**src/rtl/irq_pkg.sv**
```systemverilog
// Shared types and vector constants for the interrupt sequencer.
package irq_pkg;

  typedef enum logic [2:0] {
    ST_IDLE = 3'd0,
    ST_REQ  = 3'd1,
    ST_RD_L = 3'd2,
    ST_RD_H = 3'd3,
    ST_LOAD = 3'd4
  } state_e;

  typedef enum logic [1:0] {
    SRC_RESET = 2'd0,
    SRC_NMI   = 2'd1,
    SRC_BRK   = 2'd2,
    SRC_IRQ   = 2'd3
  } src_e;

  localparam logic [15:0] VEC_NMI   = 16'hFFFA;
  localparam logic [15:0] VEC_RESET = 16'hFFFC;
  localparam logic [15:0] VEC_IRQ   = 16'hFFFE;

  // BRK shares the IRQ vector; B in the stacked P tells them apart.
  function automatic logic [15:0] vector_of(input src_e src);
    logic [15:0] vec;
    case (src)
      SRC_NMI:          vec = VEC_NMI;
      SRC_RESET:        vec = VEC_RESET;
      SRC_BRK, SRC_IRQ: vec = VEC_IRQ;
      default:          vec = VEC_RESET;
    endcase
    return vec;
  endfunction

endpackage

```
**src/rtl/edge_sync.sv**
```systemverilog
// Multi-stage synchronizer for an asynchronous active-low pin, with a
// single-cycle falling-edge pulse derived from the synchronized level.
module edge_sync #(
  parameter int SYNC_STAGES = 2
) (
  input  logic clk,
  input  logic rst_n,
  input  logic din,
  output logic sync,
  output logic fall
);

  logic [SYNC_STAGES-1:0] chain_r;
  logic                   prev_r;

  // Synchronizer chain plus one delayed copy for edge detection; idles high
  always_ff @(posedge clk or negedge rst_n) begin
    if (!rst_n) begin
      chain_r <= {SYNC_STAGES{1'b1}};
      prev_r  <= 1'b1;
    end else begin
      chain_r <= {chain_r[SYNC_STAGES-2:0], din};
      prev_r  <= chain_r[SYNC_STAGES-1];
    end
  end

  assign sync = chain_r[SYNC_STAGES-1];
  assign fall = prev_r & ~chain_r[SYNC_STAGES-1];

endmodule

```
**src/rtl/irq_sequencer.sv**
```systemverilog
// Interrupt/reset sequencer: picks a source at instruction boundaries,
// handshakes with control, fetches the two vector bytes and loads PC.
module irq_sequencer
  import irq_pkg::*;
#(
  parameter int SYNC_STAGES = 2
) (
  input  logic       clk,
  input  logic       rst_n,
  input  logic       nmi_n,
  input  logic       irq_n,
  input  logic       i_flag,
  input  logic       brk_req,
  input  logic       inst_done,
  output logic       int_req,
  input  logic       int_ack,
  output logic       mem_req,
  output logic [7:0] mem_addr_h,
  output logic [7:0] mem_addr_l,
  input  logic       mem_ack,
  input  logic [7:0] mem_data,
  output logic       pc_load,
  output logic [7:0] new_pc_h,
  output logic [7:0] new_pc_l,
  output logic       set_i,
  output logic       b_flag,
  output logic       busy
);

  state_e      state_r, state_s;
  src_e        src_r, src_s;
  logic        started_r;
  logic        nmi_pend_r;
  logic [7:0]  pcl_tmp_r;
  logic [7:0]  new_pc_h_r, new_pc_l_r;
  logic        nmi_sync_unused_s, nmi_fall_s;
  logic        irq_sync_s, irq_fall_unused_s;
  logic        nmi_now_s;
  logic        int_req_s, mem_req_s, pc_load_s, rd_h_s, busy_s;
  logic [15:0] vec_s;

  edge_sync #(.SYNC_STAGES(SYNC_STAGES)) u_nmi_sync (
    .clk(clk), .rst_n(rst_n), .din(nmi_n),
    .sync(nmi_sync_unused_s), .fall(nmi_fall_s)
  );

  edge_sync #(.SYNC_STAGES(SYNC_STAGES)) u_irq_sync (
    .clk(clk), .rst_n(rst_n), .din(irq_n),
    .sync(irq_sync_s), .fall(irq_fall_unused_s)
  );

  // An edge arriving on the same cycle as inst_done still wins arbitration.
  assign nmi_now_s = nmi_pend_r | nmi_fall_s;

  // State and source registers; reset parks the FSM at the reset-vector fetch
  always_ff @(posedge clk or negedge rst_n) begin
    if (!rst_n) begin
      state_r   <= ST_RD_L;
      src_r     <= SRC_RESET;
      started_r <= 1'b0;
    end else begin
      state_r   <= state_s;
      src_r     <= src_s;
      started_r <= 1'b1;
    end
  end

  // Next-state and source selection with NMI > BRK > IRQ priority
  always_comb begin
    state_s = state_r;
    src_s   = src_r;
    case (state_r)
      ST_IDLE: begin
        if (inst_done) begin
          if (nmi_now_s) begin
            state_s = ST_REQ;
            src_s   = SRC_NMI;
          end else if (brk_req) begin
            state_s = ST_REQ;
            src_s   = SRC_BRK;
          end else if (!irq_sync_s && !i_flag) begin
            state_s = ST_REQ;
            src_s   = SRC_IRQ;
          end else begin
            state_s = ST_IDLE;
          end
        end else begin
          state_s = ST_IDLE;
        end
      end
      ST_REQ: begin
        if (int_ack) state_s = ST_RD_L;
        else         state_s = ST_REQ;
      end
      ST_RD_L: begin
        if (mem_req_s && mem_ack) state_s = ST_RD_H;
        else                      state_s = ST_RD_L;
      end
      ST_RD_H: begin
        if (mem_req_s && mem_ack) state_s = ST_LOAD;
        else                      state_s = ST_RD_H;
      end
      ST_LOAD: state_s = ST_IDLE;
      default: state_s = ST_IDLE;
    endcase
  end

  // Output decode; the started flag keeps the bus quiet while reset is held
  always_comb begin
    int_req_s = 1'b0;
    mem_req_s = 1'b0;
    pc_load_s = 1'b0;
    rd_h_s    = 1'b0;
    busy_s    = 1'b0;
    case (state_r)
      ST_IDLE: busy_s = 1'b0;
      ST_REQ: begin
        int_req_s = 1'b1;
        busy_s    = 1'b1;
      end
      ST_RD_L: begin
        mem_req_s = started_r;
        busy_s    = started_r;
      end
      ST_RD_H: begin
        mem_req_s = started_r;
        rd_h_s    = 1'b1;
        busy_s    = started_r;
      end
      ST_LOAD: begin
        pc_load_s = 1'b1;
        busy_s    = 1'b1;
      end
      default: busy_s = 1'b0;
    endcase
  end

  // NMI pending: a new edge always re-latches, even during its own service
  always_ff @(posedge clk or negedge rst_n) begin
    if (!rst_n) begin
      nmi_pend_r <= 1'b0;
    end else if (nmi_fall_s) begin
      nmi_pend_r <= 1'b1;
    end else if (state_r == ST_REQ && int_ack && src_r == SRC_NMI) begin
      nmi_pend_r <= 1'b0;
    end
  end

  // Vector capture; new_pc changes only when the high byte completes
  always_ff @(posedge clk or negedge rst_n) begin
    if (!rst_n) begin
      pcl_tmp_r  <= 8'h00;
      new_pc_h_r <= 8'h00;
      new_pc_l_r <= 8'h00;
    end else if (state_r == ST_RD_L && mem_req_s && mem_ack) begin
      pcl_tmp_r <= mem_data;
    end else if (state_r == ST_RD_H && mem_req_s && mem_ack) begin
      new_pc_h_r <= mem_data;
      new_pc_l_r <= pcl_tmp_r;
    end
  end

  assign vec_s      = vector_of(src_r);
  assign mem_addr_h = vec_s[15:8];
  assign mem_addr_l = vec_s[7:0] | {7'b0000000, rd_h_s};
  assign int_req    = int_req_s;
  assign mem_req    = mem_req_s;
  assign pc_load    = pc_load_s;
  assign set_i      = pc_load_s;
  assign busy       = busy_s;
  assign b_flag     = (src_r == SRC_BRK);
  assign new_pc_h   = new_pc_h_r;
  assign new_pc_l   = new_pc_l_r;

endmodule
```
**config.mk**
```make
export PLATFORM = sky130hd
export DESIGN_NAME = irq_sequencer
export DESIGN_NICKNAME = d
export VERILOG_FILES = /design/src/rtl/irq_pkg.sv /design/src/rtl/edge_sync.sv /design/src/rtl/irq_sequencer.sv
export SDC_FILE = /design/constraint.sdc
export NUM_CORES = 1
export LEC_CHECK = 0
export BUFFER_PORTS_ARGS = -buffer_cell sky130_fd_sc_hd__buf_2
export CAP_MARGIN = 5
export CORE_MARGIN = 1
export CORE_UTILIZATION = 30
export CTS_CLUSTER_SIZE = 14
export DETAILED_ROUTE_END_ITERATION = 10
export HOLD_SLACK_MARGIN = 0.02
export PLACE_DENSITY = 0.65
export SLEW_MARGIN = 10
export SYNTH_ARGS = -nofsm -noshare
export SYNTH_HDL_FRONTEND = slang
export SYNTH_SLANG_ARGS = --single-unit
```
**constraint.sdc**
```tcl
create_clock -name clk -period 2 [get_ports clk]
set_clock_uncertainty 0.15 [all_clocks]
set_input_delay 0.1 -clock clk [delete_from_list [all_inputs] [get_ports clk]]
set_output_delay 0.1 -clock clk [all_outputs]
set_load 0.02 [all_outputs]
```
# Word level (Yosys, flattened, before mapping)
# Index checks and enable logic that the tools add are counted.
[op_classes]
n_eq_ne = 7
muxes = 19
n_reduce_logical = 19
bitwise = 5
[op_table]
columns = ["op", "n"]
rows = [
  ["one-hot mux 16 bit (3 select lines)", 1],
  ["one-hot mux 3 bit (4 select lines)", 1],
  ["two-way mux 1 bit", 10],
  ["logical AND 1 bit", 8],
  ["two-way mux 2 bit", 4],
  ["OR 8 x 1 -> 8 bit", 1],
  ["equality test 3 x 2 -> 1 bit (second input constant)", 2],
  ["two-way mux 3 bit", 2],
  ["OR reduction 2 bit", 3],
  ["equality test 2 bit (second input constant)", 2],
  ["equality test 3 x 1 -> 1 bit (second input constant)", 1],
  ["equality test 3 bit (second input constant)", 1],
  ["zero test 3 bit", 1],
  ["AND reduction 3 bit", 1],
  ["nonzero test 3 bit", 1],
  ["equality test 2 x 1 -> 1 bit (second input constant)", 1],
  ["zero test 1 bit", 2],
  ["zero test 2 bit", 1],
  ["NOT 1 bit", 2],
  ["one-hot mux 1 bit (2 select lines)", 1],
  ["AND reduction 2 bit", 1],
  ["nonzero test 2 bit", 1],
  ["AND 1 bit", 1],
  ["OR 1 bit", 1],
]
[totals]
in_bits = 17
elab_cells = 60
reg_bits = 36
out_inout_bits = 38

# Longest topological paths before layout
[logic_depth]
ltp_word = 7
depth_mapped = 5
mapped_depth_nobuf = 3

# Hierarchy
# A second synthesis with hierarchy kept.
[unflattened]
cells_unflattened = 116
hier_area_um2 = 1622.8
[modules_own_cells]
columns = ["module", "cells_per_inst", "instances", "area_per_inst_um2", "seq_area_each_um2"]
rows = [
  ["irq_sequencer", 108, 1, 1437.6, 777.0],
  ["edge_sync", 4, 2, 92.6, 78.8],
]

# Worst setup path before layout
# No wires, ideal clock.
[synth_timing]
path_type = "register to register"
start = "register state_r[1]"
end = "register new_pc_h_r[0], in the netlist new_pc_h[0]"
required_ns = 1.725
setup_time_ns = 0.125
stages_incl_launch_ff = 6
n_path_buf = 2
slack_ns = 0.240
synth_period_minus_slack_ns = 1.760
arrival_time_ns = 1.485
cell_sequence = "dfstp_2 > nor2b_4 > and4_4 > buf_8 > buf_12 > mux2_2"
[synth_between]
elab_chain_len = 7
elab_cells_between_ends = 10
classes_between = "eq/ne (2); mux (1); bitwise (1); reduce/logical (6)"
[synth_lines]
columns = ["item", "line_no", "text"]
rows = [
  ["start: declaration", "irq_sequencer.sv:30", "state_e state_r, state_s;"],
  ["start signal: assignment", "irq_sequencer.sv:62", "state_r <= state_s;"],
  ["equality test 3 x 2 -> 1 bit, on equally long branches", "irq_sequencer.sv:115, irq_sequencer.sv:155, irq_sequencer.sv:157", ""],
  ["OR reduction 2 bit (no source line)", "--", ""],
  ["two-way mux 1 bit", "irq_sequencer.sv:115", "case (state_r)"],
  ["logical AND 1 bit (2 in a row)", "irq_sequencer.sv:155", "end else if (state_r == ST_RD_L && mem_req_s && mem_ack) begin"],
  ["NOT 1 bit (no source line)", "--", ""],
  ["AND reduction 2 bit (no source line) *", "--", ""],
  ["end signal: assignment", "irq_sequencer.sv:158", "new_pc_h_r <= mem_data;"],
  ["end: declaration", "irq_sequencer.sv:35", "logic [7:0] new_pc_h_r, new_pc_l_r;"],
]
# Every way passes the cells marked *; elsewhere a longest branch is shown, timed or not.
# A chain may end at the register's enable or synchronous reset.

# Final worst setup path
[layout_timing]
start = "register state_r[1]"
end = "register new_pc_l_r[6], in the netlist new_pc_l[6]"
[layout_between]
elab_chain_len = 7
elab_cells_between_ends = 10
classes_between = "eq/ne (2); mux (1); bitwise (1); reduce/logical (6)"
[layout_lines]
columns = ["item", "line_no", "text"]
rows = [
  ["equality test 3 x 2 -> 1 bit, on equally long branches", "irq_sequencer.sv:115, irq_sequencer.sv:155, irq_sequencer.sv:157", ""],
  ["OR reduction 2 bit (no source line)", "--", ""],
  ["two-way mux 1 bit", "irq_sequencer.sv:115", ""],
  ["logical AND 1 bit (2 in a row)", "irq_sequencer.sv:155", ""],
  ["NOT 1 bit (no source line)", "--", ""],
  ["AND reduction 2 bit (no source line) *", "--", ""],
  ["end signal: assignment", "irq_sequencer.sv:159", "new_pc_l_r <= pcl_tmp_r;"],
  ["end: declaration", "irq_sequencer.sv:35", ""],
]
# Marked as above.

==> flow_results.org <==
** Yosys
- After synthesis, the share of flip-flops with an asynchronous set or reset is 100%.
- Fraction of the mapped netlist area in compound gates :: 4.78%
- Summed over all instances, the cell type with the most area after synthesis is sky130_fd_sc_hd__dfrtp_1.
- The cell count after synthesis came out at 112.
- Yosys attributes the largest share of cell area to sky130_fd_sc_hd__dfrtp_1, sky130_fd_sc_hd__mux2_2, sky130_fd_sc_hd__dfstp_2.
- Unique masters post-synth :: 30
- Yosys warning count :: 0
- After Yosys synthesis, XOR and XNOR cells account for 0% of the synthesized area.
- After synthesis, the share of cell area in mux cells is 17.2%.
- Fraction of the mapped netlist area in simple logic gates :: 9.65%
- Proportion of netlist area held by the largest area contributor :: 47.8%
- Averaged over all synthesized cells, the footprint is 14.0 um2.
- After synthesis, the largest family of logic cells by area is multiplexers.
- Of the synthesized area, sequential elements account for 57.9%.
- The synthesized design contains 36 register bits.
- In the synthesized netlist the dominant register cell turns out to be sky130_fd_sc_hd__dfrtp_1.
- Number of synthesized flops with an enable pin :: 0
- The cell area that synthesis handed to floorplanning was 0.00157 mm2.
- After Yosys synthesis, full adders, half adders and majority gates account for 0% of the synthesized area.

** Pwr
- VDD sags by at most 0.641 mV.
- In this run the power spent charging and discharging nets is 1.01 mW.
- Internal power :: 1.85 mW
- In this run switching power makes up 35.3% of total power.
- The clock network accounts for 18.2% of the total power.
- Static power due to leakage :: roughly 0.94 nW
- For this design the ratio of total power to cell area is between 1000 and 1500 mW/mm2.
- Of the total power, combinational logic draws between 30% and 40%.
- Registers are responsible for about 43% of the overall power.
- Overall power consumption after layout is estimated at 2.85 mW.

** Global route
- Global Route Usage Sum :: 10.5%
- The total overflow left after global routing is 0.
- Largest net degree at the start of global routing :: 37
- In the global route stage, met1 resource usage came out at between 10% and 20%.
- Number of antenna violations at the first check in global routing :: 0
- The via count of the first global-routing pass is 947.
- Gr busiest metal :: met2
- Global-route wire length before repair :: 4180 um
- In the global route stage, met3 resource usage came out at 4.61%.
- Grt met2 use :: between 15 and 20%

** Critical path
- The setup path with the least slack is of type flop to flop.
- Startpoint types :: flop
- STA puts the critical path data arrival time at 1830 ps.
- Critical Path RT :: 2020 ps
- Crit Path Max Fanout :: 18
- Type of destination of the critical path :: flop

** Detailed routing
- Vias post-DR :: 992
- The detailed router finished its first iteration with 21 violations.
- Wirelength per Cell :: 10.9 um
- The count of nets left with antenna violations once routing finished came out at 0.
- After detailed routing, the total wire length is between 2000 and 3000 um.
- After detailed routing, the number of remaining DRC violations is 0.
- The first detailed-routing pass ran for 4 iterations.
- After detailed routing, the number of vias per cell comes to 4.17.

** STA
- Setup WS post-layout :: about 190 ps
- Setup repair after global routing left no endpoint under its margin.
- Static timing analysis puts the maximum clock frequency at 552 MHz.
- Final setup violating endpoints :: 0
- The worst path needs 1810 ps of the cycle, external delays included.
- Final clock period utilization by the worst path :: 90.5%
- Total negative slack for setup checks :: 0 ps
- The final-report hold violation count came to 0.
- Transition time of the tightest slew-check pin :: between 700 and 800 ps
- Headroom to the max-slew limit :: 48.1%
- The count of final max-slew check failures was 0.

** Place
- The HPWL after detailed placement is 1660 um.
- Gpl congestion :: 0.774
- PortBufs :: 41
- Worst slack, placed :: 180 ps
- Placed Cells :: about 220

** Floorplan
- The core region is around 0.0049 mm2.
- Die Area :: 0.00552 mm2
- 55 I/O pins were placed.
- Die W :: approximately 74 um
- Height of the die :: about 74 um
- Once the floorplan was initialized, standard cells occupied roughly a third of the core.
- The initialized floorplan defines 25 standard-cell rows.

** Clock network
- Level count of the clock H-tree :: 2
- TritonCTS clock tree :: yes
- Clock tree synthesis inserted a total of 5 buffers.
- In this run the deepest clock path goes through 2 buffers.
- Count of instances resized after the clock tree is built :: 0
- Total clock sinks :: 36
- At the later pin of the worst-skew pair, clock insertion delay measures 280 ps.
- Buffer cell driving the clock tree root :: sky130_fd_sc_hd__clkbuf_8
- Post CTS Setup Buffer Count :: 0
- After clock tree synthesis, the clock-pin slew on the worst setup and hold paths is ~70 ps.

** Final layout
- Most frequent cells in the layout :: sky130_fd_sc_hd__buf_2, sky130_fd_sc_hd__dfrtp_1, sky130_fd_sc_hd__mux2_2
- Total inserted antenna cells :: 0
- Multi-input logic area :: 549 um2
- Register area :: 908 um2
- Counting the fill cells in the layout gives 488.
- Non-filler instance count after layout :: 238
- For this run, the post-layout net count is ~190.
- The area growth from synthesis to layout is 26.8%.
- Leading cell type in the layout, fill and taps excluded :: sky130_fd_sc_hd__buf_2
- Layout cells sized above 1 :: 49.1%

** Flow run
- The tool flagged a number of max-cap violations equal to 0.

** Min path
- Worst hold path class :: input port to flop

** Run status
- The run finished with clean final reports.
-- flip-flops by register name, indices dropped and copies added (netlist names) --
signal and cells:
src_r 2, u_irq_sync.chain_r 2, u_nmi_sync.prev_r 1, u_nmi_sync.chain_r 2
started_r 1, nmi_pend_r 1, new_pc_h 8, pcl_tmp_r 8
state_r 3, new_pc_l 8
-- layout make-up --
cell class              count  area share [%]
flip-flops and latches     36            45.7
multi-input cells          69            27.6
inverters                   2           0.377
well taps                  67            4.21
repair buffers             56            17.6
clock buffers               8            4.53
-- power groups by stage --
stage,Clock [mW],Combinational [mW],Sequential (mW)
final,0.519,1.10,1.23
after global routing,0.575,1.20,1.28
after CTS,0.547,1.12,1.23
after detailed placement,0,1.10,1.24
after global placement,0,1.08,1.23
after floorplan,0,0.627,1.41
-- per-layer routing --
metal  part of all wire, %  up-vias
met2                    43       45
met4                   1.1        0
met1                    48      466
met5                     0        -
li1                      -      477
met3                   7.6        4
-- timing repair --
action	4_1_cts	5_1_grt
setup endpoints to repair	0	0
endpoints found under the hold margin	52	0
hold buffers	13	0
-- stage by stage --
| step | hold slack [ps] | util [%] | instance area [um2] |
|---|---|---|---|
| floorplan | -346 | - | 1620 |
| global placement | 56.4 | 36.3 | 1770 |
| detailed placement | 56.5 | 36.3 | 1770 |
| CTS | 74.7 | 40.8 | 1990 |
| global route | 84.2 | 40.8 | 1990 |
| finish | 89.5 | 40.8 | 1990 |
-- path summary, 6_finish.rpt --
path                                                  from                               to  slack, ps  cells after the start
setup / recovery                      state_r[1]$_DFF_PN1_          new_pc_l[6]$_DFFE_PN0P_        190                      3
hold / removal                                      i_flag             src_r[0]$_DFFE_PN0P_         90                      4
setup reg to reg                      state_r[1]$_DFF_PN1_          new_pc_l[6]$_DFFE_PN0P_        190                      3
hold reg to reg            u_irq_sync.chain_r[0]$_DFF_PN1_  u_irq_sync.chain_r[1]$_DFF_PN1_        200                      0
max in group asynchronous                            rst_n          new_pc_h[6]$_DFFE_PN0P_        940                      2
min in group asynchronous                            rst_n         pcl_tmp_r[1]$_DFFE_PN0P_        280                      2
-- synth_stat cells, types with 2 or more instances --
master                     number
sky130_fd_sc_hd__dfrtp_1       30
sky130_fd_sc_hd__mux2_2        24
sky130_fd_sc_hd__buf_4         15
sky130_fd_sc_hd__dfstp_2        6
sky130_fd_sc_hd__and2_1         3
sky130_fd_sc_hd__nor3b_1        3
sky130_fd_sc_hd__o21ai_0        3
sky130_fd_sc_hd__inv_1          2
sky130_fd_sc_hd__nand2b_1       2
sky130_fd_sc_hd__nor2_1         2
sky130_fd_sc_hd__o21a_1         2
sky130_fd_sc_hd__o31ai_1        2
-- critical path, stage by stage (launching register included) --
cell                      delay (ps)
sky130_fd_sc_hd__dfstp_2         590
sky130_fd_sc_hd__nor2b_4         180
sky130_fd_sc_hd__and4_4          410
sky130_fd_sc_hd__mux2_2          370
-- cells by family (layout without fill, tap and decap cells) --
family | count (synthesis) | after routing
buffers and inverters | 20 | 66
AND/OR/NAND/NOR | 20 | 20
AO/OA/AOI/OAI | 11 | 11
other | 1 | 14
multiplexers | 24 | 24
flip-flops | 36 | 36
(Power assumes the default switching activity.)
